`src/rtl/mem_req_responder.sv`:
```
// Serializes icache/dcache requests onto a single-ported backing memory over a
// valid/ready request channel; data op first, then instruction fetch.
module mem_req_responder #(
  parameter int          RESP_TIMEOUT = 255,
  parameter logic [31:0] ERR_DATA     = 32'hDEADBEEF
) (
  input  logic        clk,
  input  logic        reset,
  input  logic [31:0] icache_addr,
  input  logic        icache_re,
  output logic [31:0] icache_dout,
  input  logic [31:0] dcache_addr,
  input  logic        dcache_re,
  input  logic [3:0]  dcache_we,
  input  logic [31:0] dcache_din,
  output logic [31:0] dcache_dout,
  output logic        stall,
  output logic        mem_req_valid,
  input  logic        mem_req_ready,
  output logic        mem_req_rnw,
  output logic [31:0] mem_req_addr,
  output logic [31:0] mem_req_data,
  output logic [3:0]  mem_req_mask,
  input  logic        mem_resp_valid,
  input  logic [31:0] mem_resp_data,
  output logic        mem_err
);

  typedef enum logic [2:0] {IDLE, D_REQ, D_WAIT, I_REQ, I_WAIT} state_t;

  localparam bit          TO_EN   = (RESP_TIMEOUT != 0);
  localparam logic [15:0] TO_LAST = 16'(RESP_TIMEOUT - 1);

  state_t      r_state;
  state_t      w_state_next;
  logic        r_stall;
  logic        r_req_valid;
  logic        r_req_rnw;
  logic [31:0] r_req_addr;
  logic [31:0] r_req_data;
  logic [3:0]  r_req_mask;
  logic        r_i_pend;
  logic [29:0] r_i_addr;
  logic [15:0] r_wd_cnt;
  logic [31:0] r_idout;
  logic [31:0] r_ddout;
  logic        r_err;

  logic        w_d_op;
  logic        w_capture;
  logic        w_hs;
  logic        w_in_wait;
  logic        w_timeout;
  logic        w_done;
  logic [31:0] w_rdata;
  logic [29:0] w_i_word;
  logic        w_unused_addr_bits;

  assign w_d_op    = dcache_re | (|dcache_we);
  assign w_capture = (r_state == IDLE) & (icache_re | w_d_op);
  assign w_hs      = r_req_valid & mem_req_ready;
  assign w_in_wait = (r_state == D_WAIT) | (r_state == I_WAIT);
  assign w_timeout = TO_EN & (r_wd_cnt == TO_LAST) & ~mem_resp_valid;
  assign w_done    = mem_resp_valid | w_timeout;
  assign w_rdata   = mem_resp_valid ? mem_resp_data : ERR_DATA;
  // Fetch straight from the port when no data op went first.
  assign w_i_word  = (r_state == IDLE) ? icache_addr[31:2] : r_i_addr;
  assign w_unused_addr_bits = ^{icache_addr[1:0], dcache_addr[1:0]};

  always_comb begin
    w_state_next = r_state;
    case (r_state)
      IDLE:    if (w_capture) w_state_next = w_d_op ? D_REQ : I_REQ;
      D_REQ:   if (w_hs) w_state_next = r_req_rnw ? D_WAIT : (r_i_pend ? I_REQ : IDLE);
      I_REQ:   if (w_hs) w_state_next = I_WAIT;
      D_WAIT:  if (w_done) w_state_next = r_i_pend ? I_REQ : IDLE;
      I_WAIT:  if (w_done) w_state_next = IDLE;
      default: w_state_next = IDLE;
    endcase
  end

  always_ff @(posedge clk) begin
    if (reset) begin
      r_state     <= IDLE;
      r_stall     <= 1'b0;
      r_req_valid <= 1'b0;
      r_req_rnw   <= 1'b0;
      r_req_addr  <= '0;
      r_req_data  <= '0;
      r_req_mask  <= '0;
      r_i_pend    <= 1'b0;
      r_i_addr    <= '0;
      r_wd_cnt    <= '0;
      r_idout     <= '0;
      r_ddout     <= '0;
      r_err       <= 1'b0;
    end else begin
      r_state     <= w_state_next;
      r_stall     <= (w_state_next != IDLE);
      r_req_valid <= (w_state_next == D_REQ) | (w_state_next == I_REQ);
      if (w_capture) begin
        r_i_pend <= icache_re;
        r_i_addr <= icache_addr[31:2];
      end
      // Payload loads only when a REQ state is entered, so it is frozen until handshake.
      if (w_capture && w_d_op) begin
        r_req_rnw  <= ~(|dcache_we);
        r_req_addr <= {dcache_addr[31:2], 2'b00};
        r_req_mask <= dcache_we;
        r_req_data <= dcache_din;
      end else if ((w_state_next == I_REQ) && (r_state != I_REQ)) begin
        r_req_rnw  <= 1'b1;
        r_req_addr <= {w_i_word, 2'b00};
        r_req_mask <= 4'b0000;
      end
      r_wd_cnt <= w_in_wait ? r_wd_cnt + 16'd1 : 16'd0;
      if ((r_state == D_WAIT) && w_done) r_ddout <= w_rdata;
      if ((r_state == I_WAIT) && w_done) r_idout <= w_rdata;
      if (w_in_wait && w_timeout) r_err <= 1'b1;
    end
  end

  assign stall         = r_stall;
  assign mem_req_valid = r_req_valid;
  assign mem_req_rnw   = r_req_rnw;
  assign mem_req_addr  = r_req_addr;
  assign mem_req_data  = r_req_data;
  assign mem_req_mask  = r_req_mask;
  assign icache_dout   = r_idout;
  assign dcache_dout   = r_ddout;
  assign mem_err       = r_err;

endmodule
```
`config.mk`:
```
export PLATFORM = sky130hd
export DESIGN_NAME = mem_req_responder
export DESIGN_NICKNAME = d
export VERILOG_FILES = /design/src/rtl/mem_req_responder.sv
export SDC_FILE = /design/constraint.sdc
export NUM_CORES = 1
export LEC_CHECK = 0
export CORE_AREA = 2 2 147 134
export CTS_CLUSTER_SIZE = 24
export DETAILED_ROUTE_END_ITERATION = 10
export DIE_AREA = 0 0 149 136
export PLACE_DENSITY = 0.76
export SETUP_SLACK_MARGIN = 0.3
export SYNTH_ARGS = -nofsm -noshare
export SYNTH_HDL_FRONTEND = slang
export SYNTH_SLANG_ARGS = --single-unit
```
`constraint.sdc`:
```
create_clock -name clk -period 2.3 [get_ports clk]
set_input_delay 0.575 -clock clk [delete_from_list [all_inputs] [get_ports clk]]
set_output_delay 0.575 -clock clk [all_outputs]
set_load 0.01 [all_outputs]
```
==> parameters.txt <==
Parameter                              Value

Run status
  Result of the run    finished clean

Timing
  Layout Skew    13.3 ps
  Post-route setup TNS    0 ps
  Min cycle time layout    2260 ps
  Period utilization    98.1%
  Final count of pins violating max slew    0
  Hold Worst Slack    453 ps
  Setup repair after global routing missed its margin    yes
  Final Hold Fails    0
  Number of setup violations in the final report    0
  Highest clock rate    443 MHz
  Least-Margin Pin Slew    709 ps
  Worst slew margin    52.7%

Setup path
  Reg-to-reg slack, setup    40 ps
  Startpoint kind of the worst setup timing path    flop
  Ordered list of cells on the worst path    inv_2 -> ha_4 -> and4b_2 -> a41oi_4 -> and2_4 -> o221ai_4 -> buf_12 -> buf_12 -> a221oi_4 -> o21a_1
  Most used cell, CP    buf_12
  Slowest-stage cell, CP    dfxtp_2
  Required time of the critical path    2670 ps
  Maximum net fanout on the critical path    9
  Arrival time of data at the critical path endpoint    2630 ps
  Critical Path End Type    flop
  Critical path's largest stage delay    340 ps
  Category of the critical setup timing path    flop to flop

CTS
  Worst-path clk slew    80 ps
  CTS root buf    clkbuf_16
  Number of sinks driven by the clock tree    184
  Max Buffers Root-to-Sink    2
  Number of buffers created by CTS    17
  CTS tree    built
  Worst-Skew Late Latency    440 ps
  # H-tree levels    4

Synthesis
  Synthesized area per cell    9.39 um2
  Count of mapped cells out of synthesis    805
  Synth Flop Type    dfxtp_1
  Post-synthesis cell type with the largest combined area    dfxtp_1
  Number of distinct library cells after synthesis    50
  Synth async-reset ratio    0%
  Share of the synthesized area in the top cell type    48.7%
  Leading cell types by total area after synthesis    dfxtp_1 49%, nand2_1 6.7%, o221a_2 6.6%, a221oi_2 5.0%, a21oi_1 4.5%
  FF+latch count, synth    184
  Number of flops mapped to enable cells by yosys    0
  Synthesis warning total    0
  Sequential fraction of the synthesis area    48.7%
  Post-synth design cell area    7560 um2

Cells and area
  Total non-filler cell area in the finished layout    12,100 um2
  Proportion of layout cells with a drive suffix above 1    21.1%
  Fillcell total    1,539
  Growth of design area from synthesis to finish    59.8%
  N_diodes    0
  Utilization after layout    64.0%
  Net count of the finished layout    1,229
  Multi-input gate area    3850 um2
  Register area    3690 um2
  Commonest non-fill, non-tap cell in the layout    clkdlybuf4s50_1
  Highest-count cells in the layout ignoring fill and taps    258 x clkdlybuf4s50_1, 179 x dfxtp_1, 135 x nand2_1, 75 x nor2_1, 68 x a21oi_1

Die
  Placeable Area    18,900 um2
  Initial core utilization    40.1%
  Placement row count    48
  Die Span Y    136 um
  Die Footprint    20,300 um2
  Die boundary width    149 um
  Io pins    274

Pwr
  Sequential cell fraction of total power    43.5%
  Internal    0.00569 W
  Clock network fraction of design power    38.6%
  Net Switching    0.00218 W
  Static power due to leakage    4.80 nW
  Net switching share of the total power    27.7%
  Final Total Pwr    0.00787 W
  Share of total power in combinational logic    17.8%
  Power density over the cells    652 nW/um2
  Worst supply voltage drop on vdd    0.479 mV

GRT
  Number of antenna violations at the first check in global routing    0
  Largest net degree at the start of global routing    61
  First-pass GRT wire length    35.3 mm
  Vias in the first global route    6,756
  GR Util All Layers    21.9%
  Overflow left after global routing    0

Placement
  Quantity of I/O buffers inserted on ports    267
  Routability Congestion    0.831
  DP Wirelength    15.7 mm
  Placed standard-cell area    10,900 um2

Detailed routing
  Remaining DRCs    0
  Vias after detailed routing    7,170
  Detailed-route wire length per cell    17.4 um
  Avg Vias per Cell    5.30
  Antenna-violating nets left    0
  Final Routed Wirelength    23.6 mm
  Initial detailed-routing violation count    374
  Number of iterations in the first detailed-routing pass    7

Flow run
  Number of max-cap violations    0

Hold path
  Min-delay worst type    flop to flop
## critical path: cells and delay by family, from the launching register on
family          cells  cell delay, ps
compound gates      4             880
simple gates        2             460
buf+inv             3             360
flops               1             340
fa+ha+maj           1             140
## Yosys cell counts (all sizes together), types with 3 or more instances
master    n
mux2i    30
o221a    48
a21oi    68
o21a     30
xnor2     4
dfxtp   184
clkbuf   48
nor3      8
nand2   136
buf      27
and3     32
a221oi   31
nand3     9
or3       3
nand4     4
a32oi     4
nand2b    3
a22oi    17
xor2      9
inv       3
o21ai     4
nor2     79
## sequential cells by signal (all words and copies together), names as in the netlist, 3 cells and up
register and cells:
r_wd_cnt 16, r_state 3, dcache_dout 32, mem_req_data 32, icache_dout 32, mem_req_addr 30
r_i_addr 30, mem_req_mask 4
## final timing paths
| check | start | end | cells after the start |
|---|---|---|---|
| setup reg to reg | r_wd_cnt[0] | mem_req_addr[6] | 10 |
| hold / removal | mem_req_data[1] | mem_req_data[1] | 2 |
| hold reg to reg | mem_req_data[1] | mem_req_data[1] | 2 |
| setup / recovery | r_wd_cnt[0] | mem_req_addr[6] | 10 |
## kinds of logic after synthesis
kind of cell               share of synthesized area, %
and+or+nand+nor                                    16.8
AOI/OAI and AO/OA                                  23.9
DFF                                                48.7
buffers and inverters                              4.73
muxes                                              3.97
xor gates and xnor gates                           1.51
adders and majority gates                         0.331
other                                            0.0496
## layout make-up
| cell class | instances | share of cell area, % |
|---|---|---|
| clock buffer | 17 | 3.52 |
| inverter | 3 | 0.0933 |
| clock inverter | 15 | 1.64 |
| tap | 250 | 2.59 |
| sequential | 184 | 30.6 |
| timing repair buffer | 339 | 29.7 |
| multi-input combinational | 544 | 31.9 |
## power groups by stage
stage	sequential (W)	combinational (W)	clock, W
3_3_place_gp	0.00350	0.00127	0
4_1_cts	0.00343	0.00133	0.00310
6_report	0.00343	0.00140	0.00304
2_1_floorplan	0.00353	0.000551	0
3_5_place_dp	0.00350	0.00128	0
5_1_grt	0.00344	0.00150	0.00325
## through the flow
step	setup WS, ps	cells
after global placement	-513	1306
after CTS	109	1344
after global routing	-16.8	1352
after floorplan	0.948	806
final	43.9	1352
after detailed placement	-566	1306
## per-layer routing
metal / up-vias / part of all wire, % / track usage [%]
met5: - / 0 / 0
met4: 0 / 2.0 / 6.35
met3: 30 / 8.2 / 5.57
met2: 278 / 48 / 37.4
met1: 3401 / 42 / 27.4
li1: 3461 / - / -
## what timing repair did
action / in CTS / in global routing
gates cloned: 1 / 4
setup endpoints to repair: 124 / 92
setup buffers: 5 / 4
gates resized for setup: 41 / 33
hold buffers: 0 / 0
pin swaps: 21 / 24
Power figures use the tool's default switching activity.
==> RTL edit 1 (config.mk and constraints unchanged) <==
`ERR_DATA`: 32'hDEADBEEF -> 32'h6F56DF77.
--- a/src/rtl/mem_req_responder.sv
+++ b/src/rtl/mem_req_responder.sv
@@ -3,5 +3,5 @@
 module mem_req_responder #(
   parameter int          RESP_TIMEOUT = 255,
-  parameter logic [31:0] ERR_DATA     = 32'hDEADBEEF
+  parameter logic [31:0] ERR_DATA     = 32'h6F56DF77
 ) (
   input  logic        clk,
Check against the original RTL: same outputs for any inputs over 4 cycles, from zero or initial values and one cycle with reset high; that may be too few to reach the edited logic, so the function may still have changed.
==> RTL edit 1 against the unedited design <==
  * Clock power decreased by 5%
  * Design area down 1.7%
  * Wire length decreased by 0.74%
  * Setup slack got worse by 0.016 ns
  * Sequential cell count did not move
  * Synthesized area grew 0.30%
  * Critical path depth decreased by 1
  * Total power fell by 2.5%
  * Via count unchanged
  * Cell count is essentially flat
==> RTL edit 1: results (changes against the unedited design) <==
- Status: completed
- Final RePlAce weighted congestion: 0.823 (-0.87%)
- DRC marker count from the first detailed-route iteration: 535 (+43%)
- Maximum vdd ir drop: 0.000442 V (-7.7%)
- Sequential-to-total area share from yosys stat: 48.6% (-0.14 points)
- Standby leakage power: 4.70 nW (-2.1%)
- FILL cells: 1544 (+0.32%)
- Length of the first detailed-routing pass in iterations: 5 (-2)
- Synthesized-area fraction occupied by ao, oa, aoi and oai cells: 23.7% (-0.17 points)
- Fraction of the mapped netlist area in adder cells: 0.330% (-0.00098 points)
- Maximum net fanout on the critical path: 5 (-4)
- Met2 WL: 11.4 mm (+2.0%)
- Aggregate routed wire length: 23.4 mm (-0.74%)
- Post-placement cell area: 10900 um2 (-0.10%)
- Sequential cell area: 3690 um2 (about the same)
- Global-route wire length before repair: 34.7 mm (-1.6%)
- Final nets: 1230 (+0.081%)
- Layout cells sized above 1: 19.0% (-2.0 points)
- Share of cell area taken by muxes after synthesis: 3.96% (-0.012 points)
- Met3 wire length: 1.84 mm (-4.3%)
- Power in the clock group: 2.89 mW (-5%)
- Total combinational power: 1.36 mW (-3%)
- Post-Route M1 WL: 9.81 mm (-1.6%)
- Most numerous cell types in the synthesized netlist: 184 x sky130_fd_sc_hd__dfxtp_1, 135 x sky130_fd_sc_hd__nand2_1, 80 x sky130_fd_sc_hd__nor2_1
- Post-Synth XOR/XNOR Area: 1.50% (-0.0045 points)
- Total net switching power: 2.10 mW (-4.0%)
- Post-route clock skew: 0.0131 ns (-0.000207 ns)
- Tightest slew margin relative to the limit: 61.4% (+8.7 points)
RTL edit 1: cell count changes in the layout (fill, tap and decap cells not counted), moves of 5 or more:
cell                       change
sky130_fd_sc_hd__o221a_2       -7
sky130_fd_sc_hd__a22oi_1      +10
sky130_fd_sc_hd__a22oi_2       -8
sky130_fd_sc_hd__a221oi_1      +5
sky130_fd_sc_hd__o221a_1       +5
RTL edit 1: final timing paths:
check                                 from                             to  slack (ns)  cells after the start
max                 r_wd_cnt[0]$_SDFF_PP0_  mem_req_addr[10]$_SDFFE_PP0P_        0.03                      9
min          mem_req_data[22]$_SDFFE_PP0P_  mem_req_data[22]$_SDFFE_PP0P_        0.45                      2
max reg2reg         r_wd_cnt[0]$_SDFF_PP0_  mem_req_addr[10]$_SDFFE_PP0P_        0.03                      9
min reg2reg  mem_req_data[22]$_SDFFE_PP0P_  mem_req_data[22]$_SDFFE_PP0P_        0.45                      2
RTL edit 1: critical path, stage by stage, from the launching register on:
cell,delay (ns)
sky130_fd_sc_hd__dfxtp_2,0.33
sky130_fd_sc_hd__inv_2,0.04
sky130_fd_sc_hd__ha_2,0.17
sky130_fd_sc_hd__and4b_2,0.23
sky130_fd_sc_hd__a41oi_4,0.31
sky130_fd_sc_hd__and2_4,0.22
sky130_fd_sc_hd__o221ai_4,0.17
sky130_fd_sc_hd__bufbuf_16,0.32
sky130_fd_sc_hd__a221oi_2,0.29
sky130_fd_sc_hd__o21a_1,0.14
RTL edit 1: what timing repair did:
item	in CTS	in global routing
pin swaps	10	25
setup endpoints to repair	76	77
gates resized for setup	16	30
setup buffers	4	4
gates cloned	2	5
RTL edit 1: layer usage:
layer / vias up / GRT usage [%]
li1: 3475 / -
met1: 3372 / 27.1
met2: 296 / 36.9
met3: 27 / 5.64
met4: 0 / 6.24
met5: - / 0
RTL edit 1: cell families (layout without fill, tap and decap cells):
kind of cell               Yosys count  in the layout
buffers and inverters               78            373
other                                1              2
xor gates and xnor gates            13             13
and+or+nand+nor                    289            289
AOI/OAI and AO/OA                  210            210
DFF                                184            184
adders and majority gates            2              2
muxes                               30             30
RTL edit 1: per-stage QoR:
stage,instances,hold WS (ns),setup WS (ns),setup TNS (ns)
floorplan,808,0.437,0.00837,0
global placement,1306,0.434,-0.535,-32.16
CTS,1344,0.456,-0.0157,-0.0776
global route,1353,0.472,-0.0604,-0.614
detailed placement,1306,0.445,-0.583,-34.67
finish,1353,0.454,0.0279,0
RTL edit 1: area by class of cell:
cell class	count	area share, %
well taps	250	2.64
clock buffers	19	3.82
repair buffers	338	29.8
clock inverters	13	1.06
inverters	3	0.0949
multi-input cells	546	31.5
flip-flops and latches	184	31.1
==> RTL edit 2 (same settings) <==
Made on the original files. Put one more register stage on the output `mem_err`, with the module's reset. The value now appears one clock later. The other outputs are not delayed to match.
--- a/src/rtl/mem_req_responder.sv
+++ b/src/rtl/mem_req_responder.sv
@@ -129,5 +129,11 @@
   assign icache_dout   = r_idout;
   assign dcache_dout   = r_ddout;
-  assign mem_err       = r_err;
+  always_ff @(posedge clk) begin
+    if (reset) begin
+      mem_err <= '0;
+    end else begin
+      mem_err <= r_err;
+    end
+  end
 
 endmodule
Check against the original RTL: no difference found for any inputs over 4 cycles, from zero or initial values and one cycle with reset high; that may be too few to reach the edited logic, so the function may still have changed.
==> RTL edit 2 against the unedited design <==
  * Design area decreased by 2.0%
  * Hold slack got worse by 0.084 ns
  * Synthesized area increased by 0.35%
  * Maximum frequency up 1.5%
  * Total power rose by 3.0%
  * Via count increased by 0.45%
  * Sequential cell count is 1 higher
  * Wire length decreased by 3.3%
  * Setup slack better by 0.033 ns
  * Critical path type is now input pin to flop
  * Largest power group unchanged
==> RTL edit 2: results (changes against the unedited design) <==
- Signal arrival time at the worst endpoint: 2.51 ns (-0.12 ns)
- Post-route clock skew: 0.0135 ns (+0.000165 ns)
- DRC marker count from the first detailed-route iteration: 341 (-8.8%)
- Clock slew at reported path FFs: 0.07 ns
- Aggregate global-route resource usage: 21.7% (-0.21 points)
- Final routed wire length divided by cell count: 15.9 um (-8.8%)
- Initial antenna violation count: 1 (+1)
- Tightest Pin Transition: 0.711 ns (+0.00157 ns)
- Maximum net fanout on the critical path: 16 (+7)
- H-tree depth reported by CTS: 4 (unchanged)
- Top post-synthesis cells by area: sky130_fd_sc_hd__dfxtp_1 49%, sky130_fd_sc_hd__nor2_1 8.1%, sky130_fd_sc_hd__mux2i_1 7.9%
- Pin count of the biggest net entering global routing: 72 (+18%)
- Most numerous cell types in the synthesized netlist: 185 x sky130_fd_sc_hd__dfxtp_1, 164 x sky130_fd_sc_hd__nor2_1, 133 x sky130_fd_sc_hd__nand2_1
- Maximum clock insertion buffer count: 2 (unchanged)
- Global-route wire length before repair: 34.9 mm (-1.1%)
- Skew-Pair Late Insertion Delay: 0.43 ns
- Sequential-to-total area share from yosys stat: 48.8% (+0.095 points)
- Length of the first detailed-routing pass in iterations: 5 (-2)
- Tightest Hold Check Type: input pin to flop
- Maximum vdd ir drop: 0.000506 V (+5.6%)
- Total number of yosys warnings: 0 (unchanged)
- Final RePlAce weighted congestion: 0.761 (-8.4%)
- Clock root buffer: sky130_fd_sc_hd__clkbuf_16
- Via-per-instance ratio: 5.03 (-5.2%)
- Sum of net half-perimeters after detailed placement: 14.9 mm (-5.1%)
- Post-synth cell types: 51 (+2.0%)
- Status: completed
- Layout cells sized above 1: 11.1% (-10 points)
- Via count of the first global-routing pass: 6775 (+0.28%)
- Number of port buffers: 267 (unchanged)
- Standby leakage power: 4.74 nW (-1.3%)
- Fraction of registers with async set/reset: 0% (unchanged)
- Inserted Clock Buffers: 17 (unchanged)
- Final nets: 1309 (+6.5%)
- Switch share: 25.5% (-2.2 points)
## RTL edit 2: final cells by class
class,count,area (um2)
Clock inverter,12,161
Multi-Input combinational cell,640,3680
Sequential cell,185,3710
Tap cell,250,313
Fill cell,1588,7030
Antenna cell,1,2.50
Inverter,3,11.3
Clock buffer,20,457
Timing Repair Buffer,322,3490
## RTL edit 2: power groups by stage
stage                     combinational, mW  clock, mW  sequential, mW
after floorplan                       0.593          0            3.61
after CTS                              1.47       3.16            3.49
after global placement                 1.29          0            3.56
after detailed placement               1.31          0            3.56
final                                  1.52       3.09            3.49
after global routing                   1.64       3.28            3.51
## RTL edit 2: stage by stage
stage / setup slack, ns / total power [mW] / TNS, ns / cells / area (um2)
after floorplan: 0.0789 / 4.20 / 0 / 895 / 7670
after global placement: -0.505 / 4.85 / -47.02 / 1377 / 10600
after detailed placement: -0.555 / 4.87 / -50.40 / 1377 / 10600
after CTS: 0.115 / 8.12 / 0 / 1426 / 11600
after global routing: 0.0251 / 8.42 / 0 / 1433 / 11800
final: 0.0766 / 8.11 / 0 / 1433 / 11800
## RTL edit 2: repair_timing
item,CTS,global route
hold endpoints to repair,0,0
buffers inserted,10,4
pin swaps,5,28
gates cloned,7,2
resized for setup,42,33
endpoints found under the setup margin,102,89
## RTL edit 2: path summary, 6_finish.rpt
kind | start | end | slack [ns] | cells past startpoint
setup / recovery | dcache_we[2] | mem_req_data[0]$_SDFFE_PP0P_ | 0.08 | 10
hold / removal | reset | r_i_pend$_SDFFE_PP0P_ | 0.37 | 2
setup reg to reg | r_state[2]$_SDFF_PP0_ | mem_req_addr[16]$_SDFFE_PP0P_ | 0.13 | 9
hold reg to reg | r_wd_cnt[0]$_SDFF_PP0_ | r_wd_cnt[0]$_SDFF_PP0_ | 0.43 | 1
## RTL edit 2: routing by layer
metal  global-route usage (%)  up-vias  routed length [um]
li1                         -     3560                   -
met1                     26.7     3379                9680
met2                     36.0      236               10800
met3                     7.95       27                1960
met4                     5.71        0                 327
met5                        0        -                   0
## RTL edit 2: kinds of logic after synthesis
| logic type | synth area share [%] |
|---|---|
| simple gates | 25.1 |
| buf+inv | 4.60 |
| xor+xnor | 1.62 |
| fa+ha+maj | 0.330 |
| other cells | 0.0494 |
| compound gates | 11.6 |
| flops | 48.8 |
| mux | 7.92 |
## RTL edit 2: worst max-delay path, cell delays in order
cell                        delay [ns]
sky130_fd_sc_hd__buf_6            0.09
sky130_fd_sc_hd__or4_4            0.56
sky130_fd_sc_hd__buf_6            0.14
sky130_fd_sc_hd__or2_4            0.29
sky130_fd_sc_hd__buf_4            0.16
sky130_fd_sc_hd__buf_12           0.13
sky130_fd_sc_hd__and2_4           0.15
sky130_fd_sc_hd__bufbuf_16        0.28
sky130_fd_sc_hd__nand2_1          0.06
sky130_fd_sc_hd__a21oi_1          0.06
